--- src/rtl/mac_row_ctrl.sv ---
// rtl/mac_row_ctrl.sv - sequencer for one mac_row pass: kernel load, activation stream, drain
// Drives the array west edge and the read port of a 1-cycle-latency SRAM.

module mac_row_ctrl #(
    parameter int bw     = 4,
    parameter int col    = 8,
    parameter int row    = 8,
    parameter int addr_w = 11,
    parameter int len_w  = 8
) (
    input  logic              clk,
    input  logic              reset,
    input  logic              start,
    input  logic [addr_w-1:0] base_w,
    input  logic [addr_w-1:0] base_x,
    input  logic [len_w-1:0]  n_vec,
    output logic              sram_cen,
    output logic [addr_w-1:0] sram_addr,
    input  logic [bw-1:0]     sram_dout,
    output logic [bw-1:0]     in_w,
    output logic [1:0]        inst_w,
    output logic              zero_flag,
    output logic              busy,
    output logic              done
);

    localparam int DRAIN_LEN = row + col;
    localparam int DRAIN_W   = $clog2(DRAIN_LEN + 1);
    localparam int KLOAD_W   = $clog2(col + 1);
    localparam int CNT_W0    = (len_w > DRAIN_W) ? len_w : DRAIN_W;
    localparam int CNT_W     = (CNT_W0 > KLOAD_W) ? CNT_W0 : KLOAD_W;

    localparam logic [1:0] ISSUE_NONE  = 2'b00;
    localparam logic [1:0] ISSUE_KLOAD = 2'b01;
    localparam logic [1:0] ISSUE_EXEC  = 2'b10;

    typedef enum logic [2:0] {
        S_IDLE,
        S_KLOAD,
        S_GAP,
        S_EXEC,
        S_DRAIN,
        S_DONE
    } state_t;

    state_t            state_q, state_d;
    logic [CNT_W-1:0]  cnt_q, cnt_d;
    logic [addr_w-1:0] addr_q, addr_d;
    logic [addr_w-1:0] base_x_q, base_x_d;
    logic [len_w-1:0]  n_q, n_d;
    logic [1:0]        inst_q, issue_d;
    logic              cen_d;

    always_ff @(posedge clk) begin
        if (reset) begin
            state_q  <= S_IDLE;
            cnt_q    <= '0;
            addr_q   <= '0;
            base_x_q <= '0;
            n_q      <= '0;
            inst_q   <= ISSUE_NONE;
        end else begin
            state_q  <= state_d;
            cnt_q    <= cnt_d;
            addr_q   <= addr_d;
            base_x_q <= base_x_d;
            n_q      <= n_d;
            inst_q   <= issue_d;
        end
    end

    // The address register only moves on a read that is followed by another read,
    // so it naturally holds the last issued address whenever cen is low.
    always_comb begin
        state_d  = state_q;
        cnt_d    = cnt_q;
        addr_d   = addr_q;
        base_x_d = base_x_q;
        n_d      = n_q;
        issue_d  = ISSUE_NONE;
        cen_d    = 1'b0;
        case (state_q)
            S_IDLE: begin
                if (start) begin
                    state_d  = S_KLOAD;
                    cnt_d    = CNT_W'(col - 1);
                    addr_d   = base_w;
                    base_x_d = base_x;
                    n_d      = n_vec;
                end
            end
            S_KLOAD: begin
                issue_d = ISSUE_KLOAD;
                cen_d   = 1'b1;
                if (cnt_q == '0) begin
                    state_d = S_GAP;
                end else begin
                    cnt_d  = cnt_q - CNT_W'(1);
                    addr_d = addr_q + addr_w'(1);
                end
            end
            S_GAP: begin
                if (n_q == '0) begin
                    state_d = S_DRAIN;
                    cnt_d   = CNT_W'(DRAIN_LEN - 1);
                end else begin
                    state_d = S_EXEC;
                    cnt_d   = CNT_W'(n_q) - CNT_W'(1);
                    addr_d  = base_x_q;
                end
            end
            S_EXEC: begin
                issue_d = ISSUE_EXEC;
                cen_d   = 1'b1;
                if (cnt_q == '0) begin
                    state_d = S_DRAIN;
                    cnt_d   = CNT_W'(DRAIN_LEN - 1);
                end else begin
                    cnt_d  = cnt_q - CNT_W'(1);
                    addr_d = addr_q + addr_w'(1);
                end
            end
            S_DRAIN: begin
                if (cnt_q == '0) begin
                    state_d = S_DONE;
                end else begin
                    cnt_d = cnt_q - CNT_W'(1);
                end
            end
            S_DONE: begin
                state_d = S_IDLE;
            end
            default: begin
                state_d = S_IDLE;
            end
        endcase
    end

    // inst_w lags the issue code by the SRAM latency so it lines up with sram_dout.
    assign sram_cen  = cen_d;
    assign sram_addr = addr_q;
    assign in_w      = sram_dout;
    assign inst_w    = inst_q;
    assign zero_flag = inst_q[1] & (sram_dout == '0);
    assign busy      = (state_q != S_IDLE);
    assign done      = (state_q == S_DONE);

endmodule

--- config.mk ---
export PLATFORM = sky130hd
export DESIGN_NAME = mac_row_ctrl
export DESIGN_NICKNAME = d
export VERILOG_FILES = /design/src/rtl/mac_row_ctrl.sv
export SDC_FILE = /design/constraint.sdc
export NUM_CORES = 1
export LEC_CHECK = 0
export CORE_ASPECT_RATIO = 0.5
export CORE_MARGIN = 2
export CORE_UTILIZATION = 40
export CTS_BUF_LIST = sky130_fd_sc_hd__clkbuf_8
export DETAILED_ROUTE_END_ITERATION = 16
export GPL_ROUTABILITY_DRIVEN = 0
export PLACE_DENSITY = 0.64
export SYNTH_ARGS = -nofsm -noshare
export SYNTH_HDL_FRONTEND = slang
export SYNTH_SLANG_ARGS = --single-unit
--- constraint.sdc ---
create_clock -name clk -period 2.58 [get_ports clk]
set_input_delay 0.516 -clock clk [delete_from_list [all_inputs] [get_ports clk]]
set_output_delay 0.516 -clock clk [all_outputs]
set_load 0.01 [all_outputs]
==> results.sh, run 1 <==
export IMPL_hp_start="base_x_q[9]"
export IMPL_rsz0062_at_grt="false"
export IMPL_cts_sinks=43
export IMPL_synth_commonest_cells="nand2_1, dfxtp_1, a21oi_1"
export IMPL_setup_violations=0
export IMPL_antenna_left=0
export IMPL_synth_seq_cells=43
export IMPL_syn_nets=383
export IMPL_drt_iter0_markers=239
export IMPL_synth_cells=341
export IMPL_synthTopCellsByArea="dfxtp_1, nand2_1, a21oi_1"
export IMPL_r2r_cells=8
export IMPL_wirelength_um=7262
export IMPL_area_growth_pct=29.73
export IMPL_ir_drop_mv=0.3540
export IMPL_tightest_slew_ps=704.6
export IMPL_cts_tree="yes"
export IMPL_design_area_um2=3352
export IMPL_clkTransAtPathRegs_ps=80
export IMPL_slew_violations=0
export IMPL_path_buf_inv=2
export IMPL_grt_pass1_vias=2543
export IMPL_dp_hpwl_um=5381
export IMPL_core_um2=6156
export IMPL_yosysWarnings=0
export IMPL_grt_max_degree=34
export IMPL_period_share_pct=92.82
export IMPL_drt_wirelength_per_cell_um=15.04
export IMPL_post_cts_setup_buffer_count=0
export IMPL_synth_xor_area_share_pct=2.373
export IMPL_critPathMostFrequentCell="clkdlybuf4s50_1"
export IMPL_met2_length_um=3232
export IMPL_ys_flop_type="dfxtp_1"
export IMPL_timing_hold_violations_final=0
export IMPL_yosys_area_share_simple_pct=26.05
export IMPL_met3_length_um=469
export IMPL_drc=0
export IMPL_slew_headroom_pct=52.93
export IMPL_yosys_area_top_type="dfxtp_1"
export IMPL_r2r_start="n_q[0]"
export IMPL_cts_buffer_depth=2
export IMPL_synth_area_mux_share_pct=1.985
export IMPL_place_area_um2=3234
export IMPL_synth_top_area_share_pct=33.32
export IMPL_grt_pass1_wl_um=12280
export IMPL_post_place_ws_ps=172.5
export IMPL_nets=436
export IMPL_cp_start_kind="input port"
export IMPL_worst_clock_skew_ps=11.81
export IMPL_start_util_pct=41.97
export IMPL_min_to="base_x_q[9]"
export IMPL_critical_path_max_fanout=2
export IMPL_fin_tns_setup_ps=0
export IMPL_drt_pre_antenna_iters=5
export IMPL_synth_top_family_by_area="compound AO/OA/AOI/OAI gates"
export IMPL_wl_met1_um=3474
export IMPL_cp_arrival_ps=1880
export IMPL_synth_cell_types=63
export IMPL_avgSynthCellArea_um2=7.577
export IMPL_synth_fa_ha_area_share_pct=2.421
export IMPL_crit_type="in2out"
export IMPL_grt_usage_pct=21.37
export IMPL_cts_hold_buffers_added=0
export IMPL_setup_ws_ps=185.2
export IMPL_outcome="finished, final reports clean"
export IMPL_ys_seq_area_share_pct=33.32
export IMPL_port_buffers=57
export IMPL_yosysMostFrequentCell="nand2_1"
export IMPL_clock_fmax_ghz=0.4176
export IMPL_p_per_area_nw_per_um2=1059
export IMPL_p_leak_nw=1.231
export IMPL_netlist_area_um2=2584
export IMPL_vias=2751
export IMPL_worst_r2r_setup_slack_ps=440
export IMPL_slowest_delay_ps=530
export IMPL_diodes=0
export IMPL_clock_latency_ps=300
export IMPL_drive_above_1_share_pct=7.848
export IMPL_ioPinCount=58
export IMPL_viasPerCell=5.696
export IMPL_hp_class="reg2reg"
export IMPL_antenna_found_initial=0
export IMPL_critical_path_top_delay_family="buffers and inverters"
export IMPL_synth_edf_count=0
export IMPL_crit_path_end_kind="primary output"
export IMPL_htree_levels=2
export IMPL_rr_endpoint="sram_addr[8]"
export IMPL_cap_violations=0
export IMPL_die_h_um=60.83
export IMPL_crit_required_ps=2060
export IMPL_crit_chain="clkdlybuf4s50_1 -> nor4_1 -> and2_1 -> clkdlybuf4s50_1"
export IMPL_overflow=0
export IMPL_chipWidth_um=117.7
export IMPL_top_layer="met4"
export IMPL_die_area_um2=7157
export IMPL_cts_buffers_inserted=5
export IMPL_synthArstFlopShare_pct=0
export IMPL_root_buffer="clkbuf_8"
export IMPL_slowest_stage="clkdlybuf4s50_1"
export IMPL_period_needed_ps=2395
export IMPL_holdPathStages=2
export IMPL_synth_compound_area_share_pct=27.89
export IMPL_std_cell_rows=20
export IMPL_cts_resized=0
## layer usage
| metal | up-vias | track usage, % |
|---|---|---|
| met5 | - | 0 |
| met4 | 0 | 6.024 |
| met3 | 10 | 3.853 |
| met2 | 114 | 37.04 |
| met1 | 1285 | 28.23 |
| li1 | 1342 | - |
## through the flow
| step | instances | hold WS (ps) | utilization (%) | total power [mW] |
|---|---|---|---|---|
| 3_5_place_dp | 475 | 460.1 | 52.54 | 2.973 |
| 5_1_grt | 483 | 487.2 | 54.45 | 3.811 |
| 6_report | 483 | 467.6 | 54.45 | 3.548 |
| 4_1_cts | 483 | 473.7 | 54.45 | 3.535 |
| 3_3_place_gp | 475 | 449.6 | 52.54 | 2.943 |
| 2_1_floorplan | 341 | 436.0 | - | 2.327 |
## cell type report
class | instances | area (µm²)
flip-flops and latches | 43 | 860.8
clock inverters | 2 | 35.03
multi-input cells | 265 | 1569
inverters | 11 | 41.29
repair buffers | 68 | 653.1
fillers | 620 | 2804
well taps | 88 | 110.1
clock buffers | 6 | 82.58
## cells by family (layout without fill, tap and decap cells)
kind of cell | after synthesis | in the layout
flops | 43 | 43
xor+xnor | 7 | 7
compound gates | 110 | 110
buf+inv | 33 | 87
simple gates | 138 | 138
fa+ha+maj | 5 | 5
mux | 5 | 5
## tightest hold or removal path, cell delays in order (launching register included)
cell and delay, ps:
dfxtp_1 320, nand2_1 50, a21oi_1 50
## placed cells by master (no fill, tap or decap), types with 3 or more instances in the layout
cell type,synthesis,routed
ha_1,5,5
buf_4,5,11
nor2_1,26,26
nor3b_1,3,3
nand2b_1,4,4
o21ai_0,15,15
o22ai_1,4,4
inv_1,9,9
a31oi_1,5,5
a32o_1,5,5
dfxtp_1,43,43
a21oi_1,42,42
nand4_1,4,4
xnor2_1,5,5
nor3_1,9,9
nand3_1,7,7
nand2_1,63,63
clkbuf_8,0,6
a22oi_1,8,8
clkdlybuf4s50_1,0,57
mux2i_1,4,4
nor4_1,3,3
o31ai_1,3,3
and2_1,3,3
## worst max-delay path by stage
stage          cells past startpoint         start           end
6_report                           4  sram_dout[1]     zero_flag
5_1_grt                            4  sram_dout[1]     zero_flag
4_1_cts                            4  sram_dout[1]     zero_flag
3_5_place_dp                       4  sram_dout[1]     zero_flag
3_3_place_gp                       4  sram_dout[1]     zero_flag
2_1_floorplan                      7        n_q[0]  sram_addr[9]
## power breakdown
| part | total, mW | internal [mW] | leakage (nW) | switching, mW |
|---|---|---|---|---|
| Combinational | 1.91 | 0.852 | 0.816 | 1.06 |
| Clock | 0.550 | 0.313 | 0.0612 | 0.236 |
| Sequential | 1.09 | 0.843 | 0.353 | 0.242 |
## flip-flops by register name, summed over array words and instances, names as in the netlist
register	count
base_x_q	11
sram_addr	11
cnt_q	8
n_q	8
state_q	3
inst_w	2
No activity file was read; power rests on OpenSTA's default activity.
==> run 2, diff against run 1 <==
--- a/config.mk
+++ b/config.mk
@@ -12,6 +12,7 @@
 export DETAILED_ROUTE_END_ITERATION = 16
 export GPL_ROUTABILITY_DRIVEN = 0
 export PLACE_DENSITY = 0.64
+export SLEW_MARGIN = 15
 export SYNTH_ARGS = -nofsm -noshare
 export SYNTH_HDL_FRONTEND = slang
 export SYNTH_SLANG_ARGS = --single-unit
==> results of run 2 <==
Same layout as run 1: the final DEF is identical, and so are final timing and power.
==> run 3, diff against run 2 <==
--- a/config.mk
+++ b/config.mk
@@ -5,6 +5,7 @@
 export SDC_FILE = /design/constraint.sdc
 export NUM_CORES = 1
 export LEC_CHECK = 0
+export ABC_CLOCK_PERIOD_IN_PS = 2580
 export CORE_ASPECT_RATIO = 0.5
 export CORE_MARGIN = 2
 export CORE_UTILIZATION = 40
==> results of run 3 <==
Same layout as run 1: the final DEF is identical, and so are final timing and power.
